--- config.mk ---
export PLATFORM = sky130hd
export DESIGN_NAME = rom_fetch_unit
export DESIGN_NICKNAME = d
export VERILOG_FILES = /design/src/rtl/rom_fetch_unit.sv
export SDC_FILE = /design/constraint.sdc
export NUM_CORES = 1
export LEC_CHECK = 0
export CAP_MARGIN = 20
export CELL_PAD_IN_SITES_DETAIL_PLACEMENT = 1
export CELL_PAD_IN_SITES_GLOBAL_PLACEMENT = 1
export CORE_UTILIZATION = 30
export CTS_CLUSTER_SIZE = 14
export DETAILED_ROUTE_END_ITERATION = 10
export MAX_ROUTING_LAYER = met4
export PLACE_DENSITY = 0.59
export SLEW_MARGIN = 15
export SYNTH_ARGS = -nofsm -noshare
export SYNTH_HDL_FRONTEND = slang
export SYNTH_SLANG_ARGS = --single-unit
--- constraint.sdc ---
create_clock -name clk -period 6.3 [get_ports clk]
set_clock_uncertainty 0.05 [all_clocks]
set_input_delay 0.63 -clock clk [delete_from_list [all_inputs] [get_ports clk]]
set_output_delay 0.63 -clock clk [all_outputs]
set_load 0.01 [all_outputs]
--- src/rtl/rom_fetch_unit.sv ---
// Instruction prefetch unit: issues sequential ROM word reads into a small
// buffer, handles redirects. Optional misaligned-redirect check: FETCH_ALIGN_CHECK_EN.
module rom_fetch_unit #(
  parameter logic [14:0] RESET_PC   = 15'h0000,
  parameter int          FIFO_DEPTH = 2
) (
  input  logic        clk,
  input  logic        rst_n,
  input  logic        fetch_en,
  input  logic        redirect_valid,
  input  logic [14:0] redirect_pc,
  output logic        rom_req,
  output logic [14:0] rom_addr,
  input  logic [31:0] rom_rdata,
  input  logic        rom_ready,
  output logic        instr_valid,
  output logic [31:0] instr_data,
  output logic [14:0] instr_pc,
  input  logic        instr_ready
`ifdef FETCH_ALIGN_CHECK_EN
  ,
  output logic        fetch_err
`endif
);

  // state     | meaning
  // S_IDLE    | no requests issued
  // S_RUN     | issuing requests while buffer credit allows
  // S_DISCARD | dropping the response of a request issued in the redirect cycle
  typedef enum logic [1:0] {S_IDLE, S_RUN, S_DISCARD} state_t;

  localparam int PW = $clog2(FIFO_DEPTH);
  localparam int CW = PW + 1;

  state_t        r_state;
  state_t        w_state_nxt;
  logic [14:0]   r_pc;
  logic          r_inflight;
  logic [14:0]   r_req_addr;
  logic [31:0]   r_mem_data [FIFO_DEPTH];
  logic [14:0]   r_mem_pc   [FIFO_DEPTH];
  logic [PW-1:0] r_rd_ptr;
  logic [PW-1:0] r_wr_ptr;
  logic [CW-1:0] r_count;
  logic [31:0]   r_last_data;
  logic [14:0]   r_last_pc;

  logic [14:0]   w_redir_pc;
  logic [CW-1:0] w_occ;
  logic          w_credit;
  logic          w_full;
  logic          w_push;
  logic          w_pop;
  logic          w_misalign;
  logic          w_halted;
  logic          w_err_drop;

  assign w_redir_pc = redirect_pc & 15'h7FFC;

`ifdef FETCH_ALIGN_CHECK_EN
  logic r_err;
  logic r_halt;
  logic r_drop;

  assign w_misalign = redirect_valid & (redirect_pc[1:0] != 2'b00);
  assign w_halted   = r_halt;
  assign w_err_drop = r_drop;
  assign fetch_err  = r_err;

  always_ff @(posedge clk or negedge rst_n) begin
    if (!rst_n) begin
      r_err  <= 1'b0;
      r_halt <= 1'b0;
      r_drop <= 1'b0;
    end else begin
      r_drop <= w_misalign & rom_req;
      if (w_misalign) begin
        r_err  <= 1'b1;
        r_halt <= 1'b1;
      end else if (redirect_valid) begin
        r_halt <= 1'b0;
      end
    end
  end
`else
  assign w_misalign = 1'b0;
  assign w_halted   = 1'b0;
  assign w_err_drop = 1'b0;
`endif

  // Credit counts the slot freed by a same-cycle pop so streaming reaches one word per cycle.
  assign instr_valid = (r_count != '0);
  assign w_full      = (r_count == CW'(FIFO_DEPTH));
  assign w_occ       = r_count + CW'(r_inflight) - CW'(instr_valid & instr_ready);
  assign w_credit    = (w_occ < CW'(FIFO_DEPTH));
  assign w_push      = rom_ready & r_inflight & ~redirect_valid & ~w_err_drop
                       & (r_state != S_DISCARD);
  assign w_pop       = instr_valid & instr_ready & ~redirect_valid;

  always_ff @(posedge clk or negedge rst_n) begin
    if (!rst_n) r_state <= S_IDLE;
    else        r_state <= w_state_nxt;
  end

  always_comb begin
    w_state_nxt = r_state;
    case (r_state)
      S_IDLE:    if (fetch_en && !w_halted) w_state_nxt = S_RUN;
      S_RUN: begin
        if (redirect_valid && rom_req) w_state_nxt = S_DISCARD;
        else if (!fetch_en)            w_state_nxt = S_IDLE;
      end
      S_DISCARD: w_state_nxt = S_RUN;
      default:   w_state_nxt = S_IDLE;
    endcase
    if (w_misalign) w_state_nxt = S_IDLE;
  end

  always_comb begin
    rom_req  = (r_state == S_RUN) & fetch_en & w_credit;
    rom_addr = r_pc;
  end

  always_ff @(posedge clk or negedge rst_n) begin
    if (!rst_n) begin
      r_pc       <= RESET_PC;
      r_inflight <= 1'b0;
      r_req_addr <= '0;
    end else begin
      r_inflight <= rom_req;
      if (rom_req) r_req_addr <= rom_addr;
      if (redirect_valid) r_pc <= w_redir_pc;
      else if (rom_req)   r_pc <= r_pc + 15'd4;
    end
  end

  always_ff @(posedge clk) begin
    if (w_push) begin
      r_mem_data[r_wr_ptr] <= rom_rdata;
      r_mem_pc[r_wr_ptr]   <= r_req_addr;
    end
  end

  always_ff @(posedge clk or negedge rst_n) begin
    if (!rst_n) begin
      r_rd_ptr    <= '0;
      r_wr_ptr    <= '0;
      r_count     <= '0;
      r_last_data <= '0;
      r_last_pc   <= '0;
    end else if (redirect_valid) begin
      r_rd_ptr <= '0;
      r_wr_ptr <= '0;
      r_count  <= '0;
    end else begin
      if (w_push) r_wr_ptr <= r_wr_ptr + 1'b1;
      if (w_pop) begin
        r_rd_ptr    <= r_rd_ptr + 1'b1;
        r_last_data <= r_mem_data[r_rd_ptr];
        r_last_pc   <= r_mem_pc[r_rd_ptr];
      end
      if (w_push && !w_pop)      r_count <= r_count + 1'b1;
      else if (w_pop && !w_push) r_count <= r_count - 1'b1;
    end
  end

  // Empty buffer presents the most recently consumed word.
  assign instr_data = instr_valid ? r_mem_data[r_rd_ptr] : r_last_data;
  assign instr_pc   = instr_valid ? r_mem_pc[r_rd_ptr]   : r_last_pc;

  a_no_overflow: assert property (@(posedge clk) disable iff (!rst_n)
    !(w_push && w_full && !w_pop));

endmodule

# [Word level (Yosys, flattened, before mapping)]
# Memory sizes are Yosys's and may differ from the RTL's.
# Index checks and enable logic that the tools add are counted.
[totals] register_bits=84 latchBits=0 ramBits=94 mem_bits_ro=0 in_bits=53 output_inout_bits=64 elab_cells=63 mem_count=2
[memory_table] name="r_mem_data" words=2 width=32 rd=1 rd_ports_with_merged_regs=0 write_ports=1 line_no="40" source="logic [31:0] r_mem_data [FIFO_DEPTH];"
[memory_table] name="r_mem_pc" words=2 width=15 rd=1 rd_ports_with_merged_regs=0 write_ports=1 line_no="41" source="logic [14:0] r_mem_pc [FIFO_DEPTH];"
[op_classes] n_addsub=7 n_mul=0 n_div=0 order_cmp=1 eq_ne=5 shifts=0 n_mux=17 bitwise_logic=9 reduce_logical=13
[ops] cell="2-to-1 mux 15 bit" n=3
[ops] cell="2-to-1 mux 32 bit" n=1
[ops] cell="adder 15 x 3 -> 15 bit, second input constant" n=1
[ops] cell="2-to-1 mux 2 bit" n=6
[ops] cell="AND 1 bit" n=8
[ops] cell="nonzero test 2 bit" n=4
[ops] cell="2-to-1 mux 1 bit" n=6
[ops] cell="one-hot mux 2 bit (3 select lines)" n=1
[ops] cell="inequality test 2 bit, second input constant" n=2
[ops] cell="AND reduction 2 bit" n=2
[ops] cell="logical AND 1 bit" n=3
[ops] cell="inequality test 3 bit, second input constant" n=1
[ops] cell="nonzero test 3 bit" n=1
[ops] cell="adder 1 bit, second input constant" n=2
[ops] cell="adder 2 x 1 -> 2 bit" n=1
[ops] cell="adder 2 x 1 -> 2 bit, second input constant" n=1
[ops] cell="== test 2 x 1 -> 1 bit, second input constant" n=1
[ops] cell="== test 2 bit, second input constant" n=1
[ops] cell="zero test 1 bit" n=2
[ops] cell="zero test 2 bit" n=1
[ops] cell="less-than comparator 2 bit, second input constant" n=1
[ops] cell="subtractor 2 x 1 -> 2 bit" n=1
[ops] cell="subtractor 2 x 1 -> 2 bit, second input constant" n=1
[ops] cell="inverter 1 bit" n=1

# [Longest topological paths before layout]
# Gate-level depths: netlist (run 1).
[logic_depth] word_depth=8 mapped_depth=7 mapped_depth_nobuf=6

# [Worst setup path before layout (run 1)]
# Ideal clock, no wire load.
[synth_timing] kind="input-to-reg" start="in rom_ready" end="mem r_mem_data[1][0], enable pin" setup_time_ns=0.513 t_arrival_ns=4.208 t_required_ns=5.737 path_slack_ns=1.530 stages=2 path_buffers=0 cell_sequence="o211ai_1 -> nor3b_1"
[synth_via] elab_chain_cells=5
[synth_lines] element="start, declared" line_no="15" source="input logic rom_ready,"
[synth_lines] element="AND 1 bit (2 in series)" line_no="96" source="assign w_push = rom_ready & r_inflight & ~redirect_valid & ~w_err_drop"
[synth_lines] element="AND 1 bit" line_no="97" source="& (r_state != S_DISCARD);"
[synth_lines] element="2-to-1 mux 1 bit" line_no="138" source="if (w_push) begin"
[synth_lines] element="2-to-1 mux 1 bit (not written as such)" line_no="139" source="r_mem_data[r_wr_ptr] <= rom_rdata;"
[synth_lines] element="end, declared" line_no="40"
# Every way passes these cells.

# [Worst setup path in the final report (run 1)]
[layout_timing] start="in instr_ready" end="out rom_req"
[layout_via] elab_chain_cells=4
[layout_lines] element="start, declared" line_no="19" source="input logic instr_ready"
[layout_lines] element="AND 1 bit" line_no="94" source="assign w_occ = r_count + CW'(r_inflight) - CW'(instr_valid & instr_ready);"
[layout_lines] element="subtractor 2 x 1 -> 2 bit" line_no="94"
[layout_lines] element="less-than comparator 2 bit" line_no="95" source="assign w_credit = (w_occ < CW'(FIFO_DEPTH));"
[layout_lines] element="AND 1 bit" line_no="120" source="rom_req = (r_state == S_RUN) & fetch_en & w_credit;"
[layout_lines] element="end, declared" line_no="12" source="output logic rom_req,"
# Every way passes these cells.

==> flow_summary.json, run 1 <==
{
  "status": "completed",
  "io_buffers": 110,
  "h-tree-depth": 4,
  "drtPass1Iterations": 4,
  "end_kind": "output pin",
  "mostFrequentLayoutCell": "clkdlybuf4s50_1",
  "worstPathArrival_ns": 2.80,
  "hp-class": "input port to asynchronous set/reset pin",
  "sequentialPowerShare_pct": 46.3,
  "timing.final.crit_share_pct": 55.3,
  "finalSetupViolCount": 0,
  "period_minus_slack_ns": 3.48,
  "ys_warn_count": 0,
  "final_antenna_net_count": 0,
  "power_density_nw_per_um2": 348,
  "ys_ff_latch": 168,
  "core_area_um2": 22100,
  "rsz0062_at_grt": "false",
  "area_growth_pct": 28.3,
  "die-area_um2": 23400,
  "cts_buffers": 17,
  "die_h_um": 153,
  "max_cap_viol_count": 0,
  "antenna_found_initial": 0,
  "slew_headroom_pct": 28.4,
  "clkSinkCount": 168,
  "yosysSeqAreaShare_pct": 68.2,
  "drive_above_1_share_pct": 9.19,
  "power_switching_uw": 784,
  "diodes": 0,
  "p_clk_share_pct": 33.1,
  "grt_pass1_wl_mm": 26.1,
  "hold_buffers": 0,
  "cts_resized": 0,
  "layout_common_cells": "109 x clkdlybuf4s50_1, 100 x nor2_1, 93 x a21oi_1, 90 x edfxtp_1, 77 x dfrtp_1",
  "nFillCells": 2325,
  "cts_max_path_buffers": 2,
  "tns_ns": 0,
  "seq_area_um2": 4660,
  "clock_latency_ns": 0.42,
  "synth_edf_count": 90,
  "async_reset_ff_share_pct": 46.4,
  "total_power_mw": 3.05,
  "startpoint_type": "input port",
  "nNetsFinal": 694,
  "p_int_mw": 2.26,
  "gp_congestion": 0.770,
  "start_util_pct": 30.9,
  "netlist_area_um2": 6830,
  "clockRootBuffer": "clkbuf_16",
  "drc": 0,
  "routed_wirelength_mm": 15.9,
  "vias": 4475,
  "multi_input_area_um2": 2030,
  "io_pins": 117,
  "cp.required_ns": 5.62,
  "gr-usage-all-layers_pct": 14.9,
  "hpwl_mm": 9.93,
  "worst_pin_slew_ns": 1.07,
  "grt_pass1_vias": 4895,
  "synthFlopType": "edfxtp_1",
  "hold_viol_final": 0,
  "swShare_pct": 25.7,
  "worstSetupPathType": "input port to output pin",
  "fp.dieW_um": 153,
  "syn_inst": 535,
  "power_frac_comb_pct": 20.7,
  "p_leak_nw": 3.15,
  "grt_max_degree": 93,
  "fmax_ghz": 0.287,
  "drt-vias-per-instance": 4.80,
  "yosysUniqueCellTypes": 38,
  "cp_max_fo": 19,
  "drtIter0Drc": 271,
  "postCtsSetupBuffers": 0,
  "clk_pin_slew_worst_paths_ns": 0.06,
  "slew_viol_final": 0,
  "peakVddDrop_mv": 0.148,
  "grt-ovfl-total": 0,
  "cts_tree": "yes",
  "wl_per_cell_um": 17.0,
  "fp-row-count": 54,
  "synth_area_per_cell_um2": 12.8
}
==> synth_stat cells, types with 3 or more instances <==
library cell / instances / area share, %
a31oi_1: 4 / 0.37
edfxtp_1: 90 / 40
mux2_2: 15 / 2.5
o211ai_1: 5 / 0.55
a21oi_1: 93 / 6.8
xor2_1: 9 / 1.2
nand2_1: 15 / 0.82
o21ai_0: 11 / 0.81
mux2i_1: 46 / 6.7
dfrtp_1: 78 / 29
xnor2_1: 3 / 0.38
and3_1: 5 / 0.46
o2111ai_1: 3 / 0.38
nor2_1: 100 / 5.5
or3_1: 3 / 0.27
buf_2: 11 / 0.81
buf_4: 4 / 0.44
clkbuf_1: 16 / 0.88
==> critical path, stage by stage <==
cell and delay, ns:
clkdlybuf4s50_1 0.62, nand4b_1 0.21, o21ai_4 0.14, o21ai_4 0.55, inv_1 0.14, clkdlybuf4s50_1 0.51
==> through the flow <==
step | instance area (µm²) | util (%) | instances | hold WS (ns) | setup WS (ns)
2_1_floorplan | 6840 | - | 538 | 0.284 | 1.53
3_3_place_gp | 8190 | 37.1 | 901 | 0.398 | 2.84
3_5_place_dp | 8190 | 37.1 | 901 | 0.408 | 2.80
4_1_cts | 8760 | 39.6 | 933 | 0.106 | 2.77
5_1_grt | 8760 | 39.6 | 933 | 0.119 | 2.60
6_report | 8760 | 39.6 | 933 | 0.110 | 2.82
==> power by group through the flow <==
stage / logic (mW) / registers [mW] / clock network (mW)
6_report: 0.630 / 1.41 / 1.01
5_1_grt: 0.697 / 1.43 / 1.09
4_1_cts: 0.645 / 1.41 / 1.04
3_5_place_dp: 0.642 / 1.43 / 0
3_3_place_gp: 0.623 / 1.42 / 0
2_1_floorplan: 0.315 / 1.41 / 0
==> layer usage <==
| metal | vias to the layer above | GRT usage (%) | part of all wire (%) | wire length (µm) |
|---|---|---|---|---|
| met5 | - | - | 0 | 0 |
| met2 | 102 | 24.4 | 49 | 7760 |
| li1 | 2112 | - | - | - |
| met1 | 2243 | 18.4 | 47 | 7420 |
| met3 | 18 | 3.29 | 3.4 | 533 |
| met4 | 0 | 4.52 | 1.1 | 181 |
==> sequential cells by signal (all words and copies together) (netlist names) <==
register,cells
r_rd_ptr,1
r_wr_ptr,1
r_last_data,32
r_state,2
r_mem_data,64
r_count,2
r_inflight,1
r_last_pc,13
rom_addr,13
r_req_addr,13
r_mem_pc,26
==> final timing paths <==
kind,endpoint,from,cells past startpoint,slack (ns)
worst max-delay path,rom_req,instr_ready,6,2.82
worst min-delay path,r_last_data[17],rst_n,1,0.11
worst max register to register,r_last_data[7],r_count[1],6,3.28
worst min register to register,r_mem_pc[0][12],r_req_addr[12],0,0.43
max in group asynchronous,r_rd_ptr,rst_n,2,4.98
min in group clk,r_mem_pc[0][12],r_req_addr[12],0,0.43
==> cell families (layout without fill, tap and decap cells) <==
kind of cell             count (synthesis)  in the layout  share of synthesized area, %
AO/OA/AOI/OAI                          122            122                          9.91
buffers and inverters                   35            150                          2.46
AND/OR/NAND/NOR                        135            135                          8.47
multiplexers                            61             61                          9.22
flip-flops                             168            168                          68.2
adder cells (fa/ha/maj)                  1              1                         0.183
other                                    1              4                        0.0549
XOR/XNOR                                12             12                          1.54
==> area by class of cell <==
type	count	share of cell area, %
clock buffer	24	5.39
clock inverter	8	1.11
inverter	3	0.129
multi-input combinational	335	23.2
sequential	168	53.2
tap	280	4.00
timing repair buffer	115	13.0
Power figures use the tool's default switching activity.
==> inputs of run 2 (changes only) <==
--- a/config.mk
+++ b/config.mk
@@ -12,7 +12,7 @@
 export CTS_CLUSTER_SIZE = 14
 export DETAILED_ROUTE_END_ITERATION = 10
 export MAX_ROUTING_LAYER = met4
-export PLACE_DENSITY = 0.59
+export PLACE_DENSITY = 0.62
 export SLEW_MARGIN = 15
 export SYNTH_ARGS = -nofsm -noshare
 export SYNTH_HDL_FRONTEND = slang
==> constraint.sdc (replaced) <==
create_clock -name clk -period 3.02 [get_ports clk]
set_clock_uncertainty 0.05 [all_clocks]
set_input_delay 0.302 -clock clk [delete_from_list [all_inputs] [get_ports clk]]
set_output_delay 0.302 -clock clk [all_outputs]
set_load 0.01 [all_outputs]
==> flow_summary.json, run 2 (same netlist as run 1, synthesis figures left out) <==
{
  "cp.required_ns": 2.67,
  "power_density_nw_per_um2": 741,
  "power_switching_mw": 1.75,
  "reg_top3": "r_mem_data: 64 flops, r_last_data: 32 flops, r_mem_pc: 26 flops",
  "peakVddDrop_mv": 0.338,
  "grt-ovfl-total": 0,
  "cts_tree": "yes",
  "layout_common_cells": "109 x clkdlybuf4s50_1, 100 x nor2_1, 93 x a21oi_1, 90 x edfxtp_1, 76 x dfrtp_1",
  "period_minus_slack_ns": 2.72,
  "antenna_found_initial": 0,
  "end_kind": "output pin",
  "hp-class": "input port to asynchronous set/reset pin",
  "hold_viol_final": 0,
  "start_util_pct": 30.9,
  "nNetsFinal": 704,
  "cts_max_path_buffers": 2,
  "io_buffers": 110,
  "hpwl_mm": 10.5,
  "cts_buffers": 17,
  "reg2reg_slack_ns": 0.84,
  "grt_use_met2_pct": 24.5,
  "timing.final.crit_share_pct": 90.1,
  "sequentialPowerShare_pct": 44.3,
  "rsz0062_at_grt": "false",
  "io_pins": 117,
  "clkSinkCount": 168,
  "cp_max_fo": 42,
  "crit_chain": "or2_4, buf_12, nor2_1, a21oi_1, clkdlybuf4s50_1",
  "cp_slowest_cell": "clkdlybuf4s50_1",
  "largest_reg_flops": 64,
  "worst_pin_slew_ns": 0.956,
  "crit-reg2reg-launch": "r_state[1]",
  "grtUsageMet3_pct": 4.25,
  "status": "completed",
  "routed_wirelength_mm": 16.5,
  "critPathLaunch": "r_count[1]",
  "swShare_pct": 26.4,
  "gp_congestion": 0.814,
  "drc": 0,
  "finalSetupViolCount": 0,
  "fmax_ghz": 0.368,
  "die_h_um": 153,
  "power_frac_comb_pct": 20.3,
  "mostFrequentLayoutCell": "clkdlybuf4s50_1",
  "fp.dieW_um": 153,
  "fp-row-count": 54,
  "max_cap_viol_count": 0,
  "drtPass1Iterations": 4,
  "grt_max_degree": 91,
  "p_int_mw": 4.88,
  "slowest_delay_ns": 0.56,
  "p_clk_share_pct": 35.4,
  "drt-vias-per-instance": 4.83,
  "critPathTopFamily": "buffers and inverters",
  "grt_pass1_wl_mm": 26.1,
  "vias": 4556,
  "drive_above_1_share_pct": 11.5,
  "clockRootBuffer": "clkbuf_16",
  "diodes": 0,
  "worstSetupPathType": "register to output pin",
  "regMostFlops": "r_mem_data",
  "placedCellCount": 909,
  "instances_no_fill": 943,
  "path_buf_inv": 2,
  "met1_usage_pct": 17.6,
  "wl_per_cell_um": 17.5,
  "startpoint_type": "register",
  "h-tree-depth": 4,
  "die-area_um2": 23400,
  "final_antenna_net_count": 0,
  "grt_pass1_vias": 4875,
  "postCtsSetupBuffers": 0,
  "tns_ns": 0,
  "clock_latency_ns": 0.43,
  "total_power_mw": 6.63,
  "drtIter0Drc": 177,
  "slew_headroom_pct": 36.0,
  "clk_pin_slew_worst_paths_ns": 0.06,
  "core_area_um2": 22100,
  "grt_most_used_layer": "met2",
  "area_growth_pct": 31.2,
  "p_leak_nw": 3.25,
  "slew_viol_final": 0,
  "worstPathArrival_ns": 2.37,
  "gr-usage-all-layers_pct": 15.0
}
[run 2: final timing paths]
kind,end,depth (start not counted)
setup reg to reg,r_mem_data[1][11],4
setup / recovery,instr_data[16],5
min in group clk,rom_addr[3],3
hold reg to reg,r_mem_pc[0][9],0
hold / removal,r_last_data[19],2
max in group asynchronous,r_last_data[23],3
[run 2: final cells by class]
cell class | instances | area (µm²)
fillers | 2312 | 13100
flip-flops and latches | 168 | 4660
multi-input cells | 336 | 2050
repair buffers | 124 | 1240
clock buffers | 17 | 425
well taps | 280 | 350
clock inverters | 15 | 214
inverters | 3 | 11.3
[run 2: routing by layer]
layer | wire length (µm) | vias to the layer above
li1 | - | 2140
met1 | 7420 | 2288
met2 | 8160 | 107
met3 | 719 | 21
met4 | 233 | 0
met5 | 0 | -
[run 2: repair_timing]
action / 4_1_cts / 5_1_grt
endpoints found under the hold margin: 44 / 0
endpoints found under the setup margin: 0 / 18
hold buffers: 1 / 0
resized for setup: 0 / 1
[run 2: power by group through the flow]
stage               Clock (mW)  Combinational (mW)  Sequential [mW]
global placement             0                1.32             2.96
finish                    2.35                1.35             2.94
floorplan                    0               0.660             2.93
detailed placement           0                1.36             2.99
global route              2.51                1.48             2.98
CTS                       2.43                1.37             2.94
[run 2: metrics by stage]
stage               util, %  setup slack, ns  area (µm²)  hold WS (ns)
finish                 40.5            0.300        8950         0.386
global route           40.5            0.144        8950         0.384
CTS                    40.5           0.0582        8950         0.369
detailed placement     37.6            0.541        8300         0.323
global placement       37.6            0.577        8300         0.311
floorplan                 -            0.483        6860       -0.0436
[run 2: worst register-to-register path: stages (launching register included)]
cell      delay [ns]
dfrtp_1         0.45
inv_1           0.11
o211ai_1        0.38
nor3b_4         0.33
buf_4           0.48
